**src/rtl/losaias_seg_counter_if.sv**
```systemverilog
// Pad-side bundle of the seven-segment counter: dedicated inputs, bidir inputs,
// the segment outputs and the bidir output/enable lines.
interface losaias_seg_counter_if;
  logic       ena;
  logic [7:0] ui_in;
  logic [7:0] uio_in;
  logic [7:0] uo_out;
  logic [7:0] uio_out;
  logic [7:0] uio_oe;

  modport master (
    output ena, ui_in, uio_in,
    input  uo_out, uio_out, uio_oe
  );

  modport slave (
    input  ena, ui_in, uio_in,
    output uo_out, uio_out, uio_oe
  );
endinterface

```
**src/rtl/losaias_seg_counter.sv**
```systemverilog
// Single seven-segment digit stepping 0-9 or 0-F at a rate of
// (ui_in+1)*PRESCALE cycles, with pause, direction and hex-mode controls.
module losaias_seg_counter #(
  parameter int PRESCALE = 1000
) (
  input  logic                 clk,
  input  logic                 rst,
  losaias_seg_counter_if.slave io
);

  localparam int              PC_W    = (PRESCALE > 1) ? $clog2(PRESCALE) : 1;
  localparam logic [PC_W-1:0] PC_LAST = PC_W'(PRESCALE - 1);

  logic [PC_W-1:0] pc_q, pc_d;
  logic [7:0]      sc_q, sc_d;
  logic [3:0]      digit_q, digit_d;
  logic            dp_q, dp_d;
  logic [3:0]      digit_adv;
  logic            step;
  logic            advance;

  logic pause, down, hex;
  assign pause = io.uio_in[0];
  assign down  = io.uio_in[1];
  assign hex   = io.uio_in[2];

  logic unused_inputs;
  assign unused_inputs = &{1'b0, io.ena, io.uio_in[7:3]};

  // Out-of-range digits (left behind when hex mode is dropped) resolve to the
  // decimal end value in the direction of travel.
  always_comb begin
    digit_adv = digit_q;
    if (hex) begin
      digit_adv = down ? (digit_q - 4'd1) : (digit_q + 4'd1);
    end else if (down) begin
      digit_adv = ((digit_q == 4'd0) || (digit_q > 4'd9)) ? 4'd9 : (digit_q - 4'd1);
    end else begin
      digit_adv = (digit_q >= 4'd9) ? 4'd0 : (digit_q + 4'd1);
    end
  end

  always_comb begin
    pc_d    = pc_q;
    sc_d    = sc_q;
    digit_d = digit_q;
    dp_d    = dp_q;
    step    = 1'b0;
    advance = 1'b0;
    if (!pause) begin
      step = (pc_q == PC_LAST);
      pc_d = step ? '0 : (pc_q + PC_W'(1));
      // ">=" lets a lowered ui_in take effect on the very next step.
      if (step) begin
        if (sc_q >= io.ui_in) begin
          sc_d    = '0;
          advance = 1'b1;
        end else begin
          sc_d = sc_q + 8'd1;
        end
      end
    end
    if (advance) begin
      digit_d = digit_adv;
      dp_d    = ~dp_q;
    end
  end

  always_ff @(posedge clk) begin
    if (rst) begin
      pc_q    <= '0;
      sc_q    <= '0;
      digit_q <= '0;
      dp_q    <= 1'b0;
    end else begin
      pc_q    <= pc_d;
      sc_q    <= sc_d;
      digit_q <= digit_d;
      dp_q    <= dp_d;
    end
  end

  function automatic logic [6:0] seg7(input logic [3:0] v);
    case (v)
      4'h0: seg7 = 7'h3F;
      4'h1: seg7 = 7'h06;
      4'h2: seg7 = 7'h5B;
      4'h3: seg7 = 7'h4F;
      4'h4: seg7 = 7'h66;
      4'h5: seg7 = 7'h6D;
      4'h6: seg7 = 7'h7D;
      4'h7: seg7 = 7'h07;
      4'h8: seg7 = 7'h7F;
      4'h9: seg7 = 7'h6F;
      4'hA: seg7 = 7'h77;
      4'hB: seg7 = 7'h7C;
      4'hC: seg7 = 7'h39;
      4'hD: seg7 = 7'h5E;
      4'hE: seg7 = 7'h79;
      default: seg7 = 7'h71;
    endcase
  endfunction

  assign io.uo_out  = {dp_q, seg7(digit_q)};
  assign io.uio_out = {4'b0000, digit_q};
  assign io.uio_oe  = 8'h0F;

endmodule

```
**src/flat_wrapper.sv**
```systemverilog
// flat-port wrapper written by rule: the top's interface ports become plain ports
module losaias_seg_counter_flat 
#(
  parameter int PRESCALE = 1000
)
  (clk, rst, io_ena, io_ui_in, io_uio_in, io_uo_out, io_uio_out, io_uio_oe);
  losaias_seg_counter_if io_i ();
  input  logic clk;
  input  logic rst;
  input wire logic [$bits(io_i.ena)-1:0] io_ena;
  input wire logic [$bits(io_i.ui_in)-1:0] io_ui_in;
  input wire logic [$bits(io_i.uio_in)-1:0] io_uio_in;
  output wire logic [$bits(io_i.uo_out)-1:0] io_uo_out;
  output wire logic [$bits(io_i.uio_out)-1:0] io_uio_out;
  output wire logic [$bits(io_i.uio_oe)-1:0] io_uio_oe;
  assign io_i.ena = io_ena;
  assign io_i.ui_in = io_ui_in;
  assign io_i.uio_in = io_uio_in;
  assign io_uo_out = io_i.uo_out;
  assign io_uio_out = io_i.uio_out;
  assign io_uio_oe = io_i.uio_oe;
  losaias_seg_counter #(.PRESCALE(PRESCALE)) u_core (.clk(clk), .rst(rst), .io(io_i));
endmodule
```
**config.mk**
```make
export PLATFORM = sky130hd
export DESIGN_NAME = losaias_seg_counter_flat
export DESIGN_NICKNAME = d
export VERILOG_FILES = /design/src/rtl/losaias_seg_counter_if.sv /design/src/rtl/losaias_seg_counter.sv /design/src/flat_wrapper.sv
export SDC_FILE = /design/constraint.sdc
export NUM_CORES = 1
export LEC_CHECK = 0
export BUFFER_PORTS_ARGS = -buffer_cell sky130_fd_sc_hd__buf_2
export CAP_MARGIN = 20
export CORE_ASPECT_RATIO = 0.75
export CORE_MARGIN = 2
export CORE_UTILIZATION = 45
export CTS_BUF_LIST = sky130_fd_sc_hd__clkbuf_4 sky130_fd_sc_hd__clkbuf_8
export DETAILED_ROUTE_END_ITERATION = 12
export PLACE_DENSITY = 0.68
export SETUP_SLACK_MARGIN = 0.4
export SKIP_LAST_GASP = 1
export SLEW_MARGIN = 20
export SYNTH_ARGS = -nofsm -noshare
export SYNTH_HDL_FRONTEND = slang
export SYNTH_SLANG_ARGS = --single-unit
```
**constraint.sdc**
```tcl
create_clock -name clk -period 4.36 [get_ports clk]
set_input_delay 0 -clock clk [delete_from_list [all_inputs] [get_ports clk]]
set_output_delay 0 -clock clk [all_outputs]
set_load 0.01 [all_outputs]
```
==> metrics.csv, run 1 <==
stage,metric,value,unit
setup_path,path_buf_inv,1,
grt,antenna_found_initial,0,
setup_path,cp_data_required_time,4.58,ns
grt,grt_usage,15.6,%
synth,yosysUniqueCellTypes,50,
power_and_ir_drop,p_clk_share,47.8,%
detailed_routing,drt-pass1-iter-count,4,
synth,synth_top_area_share,29.8,%
detailed_routing,drt-total-wl,3570,um
clock_network,htree_levels,2,
grt,grt_pass1_wl,5840,um
layout,postLayoutCellArea,2220,um2
setup_path,cp_cell_sequence,or3b_4 -> nor3_4 -> nor2b_1 -> o221ai_1 -> a21oi_1 -> inv_1 -> ha_1 -> mux2_2 -> a2bb2oi_1,
sta,slew_violations,0,
floorplan,start_util,46.0,%
synth,ys_seq_area_share,29.8,%
setup_path,rr_worst_depth,9,
setup_path,cp_top_family,simple AND/OR/NAND/NOR gates,
power_and_ir_drop,pwr-share-comb,5.4,%
placed_design,io_buffers,24,
clock_network,cts.sinks,30,
synth,synth-edff-count,0,
sta,final-hold-violation-count,0,
detailed_routing,wl_per_cell,11.6,um
synth,ys_seq_elements,30,
setup_path,crit_path_end_kind,register,
setup_path,crit_slowest_cell,nor3_4,
layout,num_antenna_cells,0,
setup_path,cp_max_fo,12,
synth,async_flop_share,0,%
sta,timing.final.crit_share,70.9,%
synth,yosysTopAreaCell,dfxtp_1,
clock_network,cts-root-buf,clkbuf_8,
grt,grt_pass1_vias,1285,
layout,layout_commonest_cell,dfxtp_1,
setup_path,crit_start,u_core.pc_q[3]$_SDFFE_PP0N_,
job,maxCapViolations,0,
clock_network,cts_tree,done,
placed_design,dpl_cell_area,2100,um2
detailed_routing,vias,1564,
layout,seq_area,601,um2
power_and_ir_drop,switching_power,0.123,mW
setup_path,max_stage_delay,0.47,ns
placed_design,gp_congestion,0.891,
floorplan,rows,21,
clock_network,cts.clk_slew.worst_paths,0.07,ns
power_and_ir_drop,power.total,0.593,mW
detailed_routing,drtIter0Drc,72,
hold_path,hold_start,io_uio_in[0],
detailed_routing,vias_per_cell,5.08,
layout,utilization,50.5,%
floorplan,io_pins,43,
layout,multi_input_area,1230,um2
power_and_ir_drop,switching_share,20.7,%
sta,relSlewSlack,29.9,%
sta,rsz0062_at_grt,no,
hold_path,hold_class,input port to register,
power_and_ir_drop,p_int,0.470,mW
floorplan,die_w,81.3,um
synth,syn_inst,229,
clock_network,cts_made_buffers,5,
sta,holdWs,0.0454,ns
grt,grt_overflow,0,
grt,grt_max_degree,21,
detailed_routing,ant_nets,0,
sta,period_minus_slack,3.09,ns
sta,worstMarginPinSlew,1.04,ns
setup_path,critPathKind,register to register,
status,status,"complete, no violations",
clock_network,clk_latency,0.29,ns
setup_path,worst_setup_path_start_kind,register,
power_and_ir_drop,power_density,267,nW/um2
placed_design,hpwlAfterDp,2630,um
power_and_ir_drop,leakage,1.03,nW
clock_network,cts_resized,0,
setup_path,arrival,3.31,ns
layout,syn2layout_area_growth,9.86,%
setup_path,cp.depth,9,
synth,syn_avg_cell_area,8.81,um2
layout,fill_cells,401,
synth,synth_ff_type,dfxtp_1,
sta,setup_viol,0,
clock_network,postCtsSetupRepairBufs,0,
hold_path,hold_depth,3,
power_and_ir_drop,max-vdd-ir-drop,106,uV
layout,drive_gt1_share,17.1,%
floorplan,coreArea,4390,um2
floorplan,dieHeight,62.0,um
synth,synth.yosys.warnings,0,
clock_network,clock_path_buffers,2,
sta,max_freq,324,MHz
power_and_ir_drop,p_seq_share,46.9,%
synth,synth.area.top_cells,"dfxtp_1 (30%), ha_1 (12%), xor2_1 (5.6%)",
clock_network,postCtsHoldBufs,0,
sta,fin_setup_tns,0,ns
setup_path,r2r_start,u_core.pc_q[3]$_SDFFE_PP0N_,
detailed_routing,drc,0,
floorplan,dieArea,5040,um2
synth,syn_area,2020,um2
layout,nNetsFinal,290,
layout,layout_common_cells,"dfxtp_1 (30), buf_2 (24), inv_1 (22)",
sta,fin_skew,0.00966,ns
## tightest hold or removal path: stages
cell     delay [ns]
buf_2          0.14
mux2i_1        0.09
nor2_1         0.07
## path summary, 6_finish.rpt
| kind | to | slack, ns |
|---|---|---|
| setup / recovery | u_core.io.uo_out[5]$_DFF_P_ | 1.27 |
| setup reg to reg | u_core.io.uo_out[5]$_DFF_P_ | 1.27 |
| hold / removal | u_core.pc_q[1]$_SDFFE_PP0N_ | 0.05 |
| hold reg to reg | u_core.pc_q[9]$_SDFFE_PP0N_ | 0.49 |
## metrics by stage
step	cells	setup slack, ns
after floorplan	239	1.71
after global placement	301	1.28
after detailed placement	301	1.30
after CTS	308	1.26
after global routing	308	0.994
final	308	1.27
## registers in the layout, indices dropped and copies added (netlist names)
signal,cells
u_core.digit_q,4
u_core.dp_q,1
u_core.io.uo_out,7
u_core.pc_q,10
u_core.sc_q,8
## layer usage
metal  track usage, %  vias up  share of wire, %
li1                 -      822                 -
met1             21.9      706                54
met2             21.8       29                41
met3             5.20        7               3.8
met4             6.54        0               1.7
met5                0        -                 0
## synth_stat cells, drive strengths merged, types with 2 or more instances
library cell  instances
buf                  17
o2111ai               2
or3                   3
a31oi                 2
mux2                  3
o211a                 2
nand3                 2
mux2i                 5
inv                  22
a221oi                2
xnor2                 3
nand2b                5
or2                   2
and3                  3
xor2                 13
clkbuf                2
nand4                 7
ha                   20
a2bb2oi               4
nor2                 14
nor3                 16
nor2b                 6
nand2                 7
conb                  2
o21ai                 6
dfxtp                30
a21oi                12
a31o                  2
## cell families (layout without fill, tap and decap cells)
family / count (synthesis) / count (layout) / synth area share, %
AO/OA/AOI/OAI: 39 / 39 / 14.2
XOR/XNOR: 16 / 16 / 6.94
adder cells (fa/ha/maj): 20 / 20 / 12.4
buffers and inverters: 41 / 53 / 11.2
flip-flops: 30 / 30 / 29.8
multiplexers: 8 / 8 / 4.15
other: 2 / 12 / 0.372
AND/OR/NAND/NOR: 73 / 73 / 21.0
## power by group through the flow
stage / Sequential (mW) / Combinational, mW / Clock [mW]
finish: 0.278 / 0.0318 / 0.283
global route: 0.278 / 0.0369 / 0.306
CTS: 0.278 / 0.0319 / 0.294
detailed placement: 0.284 / 0.0316 / 0
global placement: 0.284 / 0.0310 / 0
floorplan: 0.284 / 0.0297 / 0
## area by class of cell
| cell class | instances | share of cell area (%) |
|---|---|---|
| Multi-Input combinational cell | 168 | 55.5 |
| Sequential cell | 30 | 27.1 |
| Tap cell | 57 | 3.22 |
| Clock buffer | 6 | 3.72 |
| Timing Repair Buffer | 24 | 5.42 |
| Clock inverter | 1 | 1.35 |
| Inverter | 22 | 3.72 |
Power figures use the tool's default switching activity.
==> run 2, diff against run 1 <==
--- a/config.mk
+++ b/config.mk
@@ -5,6 +5,7 @@
 export SDC_FILE = /design/constraint.sdc
 export NUM_CORES = 1
 export LEC_CHECK = 0
+export ABC_AREA = 1
 export BUFFER_PORTS_ARGS = -buffer_cell sky130_fd_sc_hd__buf_2
 export CAP_MARGIN = 20
 export CORE_ASPECT_RATIO = 0.75
==> constraint.sdc (replaced) <==
create_clock -name clk -period 3.1 [get_ports clk]
set_input_delay 0 -clock clk [delete_from_list [all_inputs] [get_ports clk]]
set_output_delay 0 -clock clk [all_outputs]
set_load 0.01 [all_outputs]
==> metrics.csv, run 2 <==
stage,metric,value,unit
synth,syn_inst,295,
power_and_ir_drop,max-vdd-ir-drop,263,uV
layout,nNetsFinal,363,
floorplan,coreArea,4440,um2
power_and_ir_drop,leakage,1.13,nW
hold_path,hold_class,input port to register,
floorplan,io_pins,43,
hold_path,hold_depth,3,
setup_path,crit_slowest_cell,dfxtp_1,
synth,synth.yosys.warnings,0,
setup_path,arrival,2.62,ns
layout,layout_common_cells,"nand2_1 (71), inv_1 (39), nor2_1 (31)",
sta,timing.final.crit_share,77.0,%
setup_path,rr_worst_depth,17,
setup_path,worst_path_most_repeated_cell,nand2_1,
sta,fin_skew,0.00486,ns
clock_network,cts-root-buf,clkbuf_8,
setup_path,r2r_setup_slack,0.71,ns
setup_path,critPathKind,register to register,
placed_design,gp_congestion,0.843,
floorplan,die_w,82.2,um
setup_path,crit_path_end_kind,register,
synth,synth.area.top_cells,"dfxtp_1 (29%), nand2_1 (13%), ha_1 (12%)",
layout,layout_commonest_cell,nand2_1,
job,maxCapViolations,0,
layout,drive_gt1_share,17.5,%
sta,holdWs,0.0602,ns
synth,synth-edff-count,0,
synth,ys_seq_elements,30,
grt,grt_usage,16.1,%
detailed_routing,ant_nets,0,
layout,multi_input_area,1230,um2
detailed_routing,vias_per_cell,4.63,
sta,slew_violations,0,
sta,setup_viol,0,
layout,largest_reg_flops,10,
synth,yosysTopAreaCell,dfxtp_1,
floorplan,dieArea,5150,um2
grt,grt_overflow,0,
layout,largest_register,u_core.pc_q,
layout,fill_cells,442,
layout,syn2layout_area_growth,12.2,%
setup_path,cp_max_fo,8,
floorplan,start_util,46.5,%
grt,grt_pass1_vias,1471,
synth,synth_top_area_share,29.1,%
clock_network,cts_made_buffers,5,
clock_network,clk_latency,0.29,ns
grt,grt_max_degree,13,
placed_design,io_buffers,24,
layout,num_antenna_cells,0,
setup_path,cp_cell_sequence,inv_1 -> ha_1 -> nand2_1 -> nor2_1 -> nor2_1 -> nand2_1 -> nand2_1 -> nand2_4 -> nand2_2 -> nand2_2 -> nor2_1 -> nor2_4 -> inv_1 -> ha_1 -> nand2_1 -> nand3_1 -> nand2_1,
synth,ys_seq_area_share,29.1,%
detailed_routing,drtIter0Drc,98,
grt,grt_pass1_wl,6440,um
synth,synth_commonest_cells,"nand2_1 (71), inv_1 (39), nor2_1 (31), dfxtp_1 (30), nand3_1 (22)",
detailed_routing,vias,1769,
clock_network,htree_levels,2,
detailed_routing,drt-pass1-iter-count,5,
floorplan,dieHeight,62.7,um
synth,syn_avg_cell_area,7.00,um2
sta,period_minus_slack,2.39,ns
synth,synth.most_common_cell,nand2_1,
clock_network,cts_tree,done,
layout,seq_area,601,um2
grt,antenna_found_initial,0,
detailed_routing,drt-total-wl,3800,um
placed_design,hpwlAfterDp,2970,um
clock_network,cts.sinks,30,
floorplan,rows,21,
setup_path,max_stage_delay,0.38,ns
status,status,"complete, no violations",
sta,rsz0062_at_grt,no,
synth,synth_ff_type,dfxtp_1,
detailed_routing,drc,0,
setup_path,worst_setup_path_start_kind,register,
synth,yosysUniqueCellTypes,35,
clock_network,postCtsSetupRepairBufs,0,
sta,max_freq,419,MHz
sta,final-hold-violation-count,0,
setup_path,cp_data_required_time,3.33,ns
clock_network,clock_path_buffers,2,
clock_network,cts.clk_slew.worst_paths,0.07,ns
sta,fin_setup_tns,0,ns
synth,syn_area,2060,um2
detailed_routing,wl_per_cell,9.95,um
synth,async_flop_share,0,%
power_and_ir_drop,power_density,360,nW/um2
-- run 2: changes by cell type after synthesis, sizes merged, moves of 4 or more --
cell,previous run,this run
nand3,2,24
mux2i,5,0
nor3,16,6
nor2b,6,0
o21ai,6,10
xor2,13,2
inv,22,45
nand4,7,3
nand2,7,78
nand2b,5,0
a2bb2oi,4,0
nor2,14,36
-- run 2: cell type report --
class,instances,share of cell area (%)
multi-input cells,216,53.1
flip-flops and latches,30,25.9
inverters,45,7.29
repair buffers,26,5.94
well taps,57,3.08
clock buffers,5,2.97
clock inverters,3,1.73
-- run 2: worst max-delay path, delay by kind of cell (launching register included) --
kind,cells,cell delay (ns)
and+or+nand+nor,13,1.27
adders and majority gates,2,0.49
DFF,1,0.38
buffers and inverters,2,0.19
-- run 2: final timing paths --
| check | start | endpoint |
|---|---|---|
| max | u_core.sc_q[0]$_SDFFE_PP0P_ | u_core.io.uo_out[3]$_DFF_P_ |
| min | io_uio_in[0] | u_core.pc_q[1]$_SDFFE_PP0N_ |
| max reg2reg | u_core.sc_q[0]$_SDFFE_PP0P_ | u_core.io.uo_out[3]$_DFF_P_ |
| min reg2reg | u_core.sc_q[7]$_SDFFE_PP0P_ | u_core.sc_q[7]$_SDFFE_PP0P_ |
-- run 2: timing repair --
item,4_1_cts,5_1_grt
hold buffers,1,0
setup endpoints to repair,0,7
gates resized for setup,0,1
hold endpoints to repair,3,0
-- run 2: kinds of logic (layout without fill, tap and decap cells) --
group / after synthesis / in the layout / share of synthesized area [%]
flip-flops: 30 / 30 / 29.1
adder cells (fa/ha/maj): 20 / 20 / 12.1
AND/OR/NAND/NOR: 153 / 153 / 35.0
XOR/XNOR: 5 / 5 / 2.12
AO/OA/AOI/OAI: 26 / 26 / 7.82
other: 2 / 12 / 0.364
buffers and inverters: 59 / 79 / 13.5
-- run 2: power by group --
group	total (mW)	switching, mW	leakage (nW)	internal [mW]
Sequential	0.390	0.00190	0.242	0.388
Combinational	0.0505	0.0336	0.832	0.0169
Clock	0.393	0.156	0.0579	0.236
-- run 2: metal layers --
metal	vias up	track usage, %	share of wire, %
li1	967	-	-
met3	6	4.34	5.4
met5	-	0	0
met2	51	20.2	39
met4	0	6.88	1.4
met1	745	25.2	54
-- run 2: per-stage QoR --
step	utilization (%)	cell area, um2	worst slack, ns	instances	power, mW
4_1_cts	52.0	2310	0.624	382	0.841
3_3_place_gp	49.4	2190	0.637	373	0.446
5_1_grt	52.2	2320	0.419	382	0.865
6_report	52.2	2320	0.712	382	0.833
3_5_place_dp	49.4	2190	0.644	373	0.447
2_1_floorplan	-	2100	0.988	305	0.442
==> run 3, diff against run 2 <==
--- a/config.mk
+++ b/config.mk
@@ -5,7 +5,7 @@
 export SDC_FILE = /design/constraint.sdc
 export NUM_CORES = 1
 export LEC_CHECK = 0
-export ABC_AREA = 1
+export ABC_AREA = 0
 export BUFFER_PORTS_ARGS = -buffer_cell sky130_fd_sc_hd__buf_2
 export CAP_MARGIN = 20
 export CORE_ASPECT_RATIO = 0.75
==> constraint.sdc (replaced) <==
create_clock -name clk -period 2.5 [get_ports clk]
set_input_delay 0 -clock clk [delete_from_list [all_inputs] [get_ports clk]]
set_output_delay 0 -clock clk [all_outputs]
set_load 0.01 [all_outputs]
==> metrics.csv, run 3 (synthesized netlist as in run 1, its figures left out) <==
stage,metric,value,unit
floorplan,coreArea,4390,um2
power_and_ir_drop,p_clk_share,47.4,%
layout,fill_cells,358,
power_and_ir_drop,leakage,1.28,nW
sta,slew_violations,0,
setup_path,worst_setup_path_start_kind,register,
floorplan,rows,21,
setup_path,r2r_setup_slack,0.02,ns
sta,rsz0062_at_grt,yes,
detailed_routing,drt-pass1-iter-count,4,
detailed_routing,ant_nets,0,
floorplan,io_pins,43,
sta,setup_ws,0.0229,ns
setup_path,critPathKind,register to register,
setup_path,arrival,2.70,ns
power_and_ir_drop,power.total,1.07,mW
detailed_routing,drtIter0Drc,86,
grt,grt_max_degree,21,
hold_path,hold_class,input port to register,
power_and_ir_drop,p_int,0.831,mW
layout,syn2layout_area_growth,41.6,%
placed_design,dp_slack,-0.00395,ns
sta,fin_setup_tns,0,ns
layout,layout_common_cells,"buf_4 (35), buf_2 (24), dfxtp_1 (19)",
setup_path,crit_path_end_kind,register,
sta,fin_skew,0.00625,ns
status,status,"complete, no violations",
sta,max_freq,404,MHz
hold_path,hold_depth,3,
detailed_routing,vias,1794,
floorplan,dieArea,5040,um2
power_and_ir_drop,pwr-share-comb,7.2,%
detailed_routing,wl_per_cell,13.8,um
grt,grt_pass1_vias,1475,
power_and_ir_drop,p_seq_share,45.4,%
layout,multi_input_area,1520,um2
power_and_ir_drop,max-vdd-ir-drop,289,uV
layout,num_antenna_cells,0,
job,maxCapViolations,0,
setup_path,rr_worst_depth,11,
setup_path,r2r-end,u_core.io.uo_out[3]$_DFF_P_,
layout,nNetsFinal,330,
setup_path,cp_data_required_time,2.72,ns
hold_path,hold_start,io_uio_in[0],
layout,largest_register,u_core.pc_q,
detailed_routing,drt-total-wl,4800,um
clock_network,cts_tree,done,
floorplan,start_util,46.0,%
power_and_ir_drop,power_density,373,nW/um2
detailed_routing,vias_per_cell,5.14,
placed_design,io_buffers,24,
clock_network,cts.clk_slew.worst_paths,0.07,ns
layout,seq_area,619,um2
grt,grt_usage,18.2,%
sta,holdWs,0.0417,ns
grt,grt_overflow,0,
layout,largest_reg_flops,10,
power_and_ir_drop,switching_power,0.234,mW
floorplan,dieHeight,62.0,um
grt,antenna_found_initial,0,
layout,drive_gt1_share,44.9,%
clock_network,cts_made_buffers,5,
clock_network,htree_levels,2,
hold_path,worstHoldEndpoint,u_core.pc_q[0]$_SDFFE_PP0N_,
sta,final-hold-violation-count,0,
sta,period_minus_slack,2.48,ns
grt,grt_pass1_wl,6980,um
placed_design,gp_congestion,0.872,
clock_network,clock_path_buffers,2,
clock_network,clk_latency,0.29,ns
floorplan,die_w,81.3,um
setup_path,r2r_start,u_core.sc_q[3]$_SDFFE_PP0P_,
setup_path,cp_max_fo,4,
detailed_routing,drc,0,
clock_network,cts-root-buf,clkbuf_8,
clock_network,postCtsHoldBufs,0,
layout,layout_commonest_cell,buf_4,
placed_design,hpwlAfterDp,3110,um
sta,setup_viol,0,
clock_network,cts.sinks,30,
power_and_ir_drop,switching_share,22.0,%
sta,timing.final.crit_share,99.1,%
==> run 3: layer usage <==
| metal | routed length (um) | up-vias | track usage [%] |
|---|---|---|---|
| li1 | - | 905 | - |
| met3 | 197 | 6 | 4.91 |
| met1 | 2300 | 850 | 26.0 |
| met2 | 2250 | 33 | 26.9 |
| met4 | 58 | 0 | 5.81 |
| met5 | 0 | - | 0 |
==> run 3: stage by stage <==
stage               util, %  area (um2)  cells
finish                 65.1        2860    349
global route           65.1        2860    349
CTS                    60.3        2640    343
detailed placement     56.0        2460    332
global placement       56.0        2460    332
floorplan                 -        2180    239
==> run 3: worst max path at each step <==
stage,start,slack [ns],end,cells after the start
final,u_core.sc_q[3]$_SDFFE_PP0P_,0.02,u_core.io.uo_out[3]$_DFF_P_,11
after global routing,u_core.sc_q[3]$_SDFFE_PP0P_,-0.12,u_core.io.uo_out[3]$_DFF_P_,11
after CTS,u_core.pc_q[3]$_SDFFE_PP0N_,0.02,u_core.io.uo_out[5]$_DFF_P_,10
after detailed placement,u_core.pc_q[0]$_SDFFE_PP0N_,-0.004,u_core.io.uo_out[5]$_DFF_P_,10
after global placement,u_core.pc_q[0]$_SDFFE_PP0N_,-0.04,u_core.io.uo_out[0]$_DFF_P_,12
after floorplan,u_core.pc_q[4]$_SDFFE_PP0N_,0.18,u_core.io.uo_out[5]$_DFF_P_,9
==> run 3: power groups by stage <==
stage          clock [mW]  sequential [mW]  combinational [mW]
2_1_floorplan           0            0.492              0.0538
3_3_place_gp            0            0.492              0.0642
3_5_place_dp            0            0.492              0.0653
4_1_cts             0.514            0.481              0.0671
5_1_grt             0.534            0.483              0.0866
6_report            0.505            0.483              0.0768
==> run 3: cell type report <==
cell class | count | share of cell area, %
Clock buffer | 7 | 2.93
Clock inverter | 1 | 1.05
Inverter | 22 | 2.98
Multi-Input combinational cell | 168 | 53.2
Sequential cell | 30 | 21.7
Tap cell | 57 | 2.50
Timing Repair Buffer | 64 | 15.7
==> run 3: timing repair <==
item / CTS / global route
cloned: 0 / 0
pin swaps: 9 / 20
resized for setup: 12 / 30
buffers inserted: 3 / 6
setup endpoints to repair: 7 / 12
==> run 3: critical path: stages (launching register included) <==
cell and delay [ns]:
dfxtp_1 0.32, ha_1 0.29, a21oi_1 0.18, a21oi_2 0.08, o211ai_1 0.27, a222oi_1 0.14, buf_4 0.18, nor3_4 0.30
inv_2 0.11, ha_4 0.18, mux2_4 0.26, mux2i_1 0.12
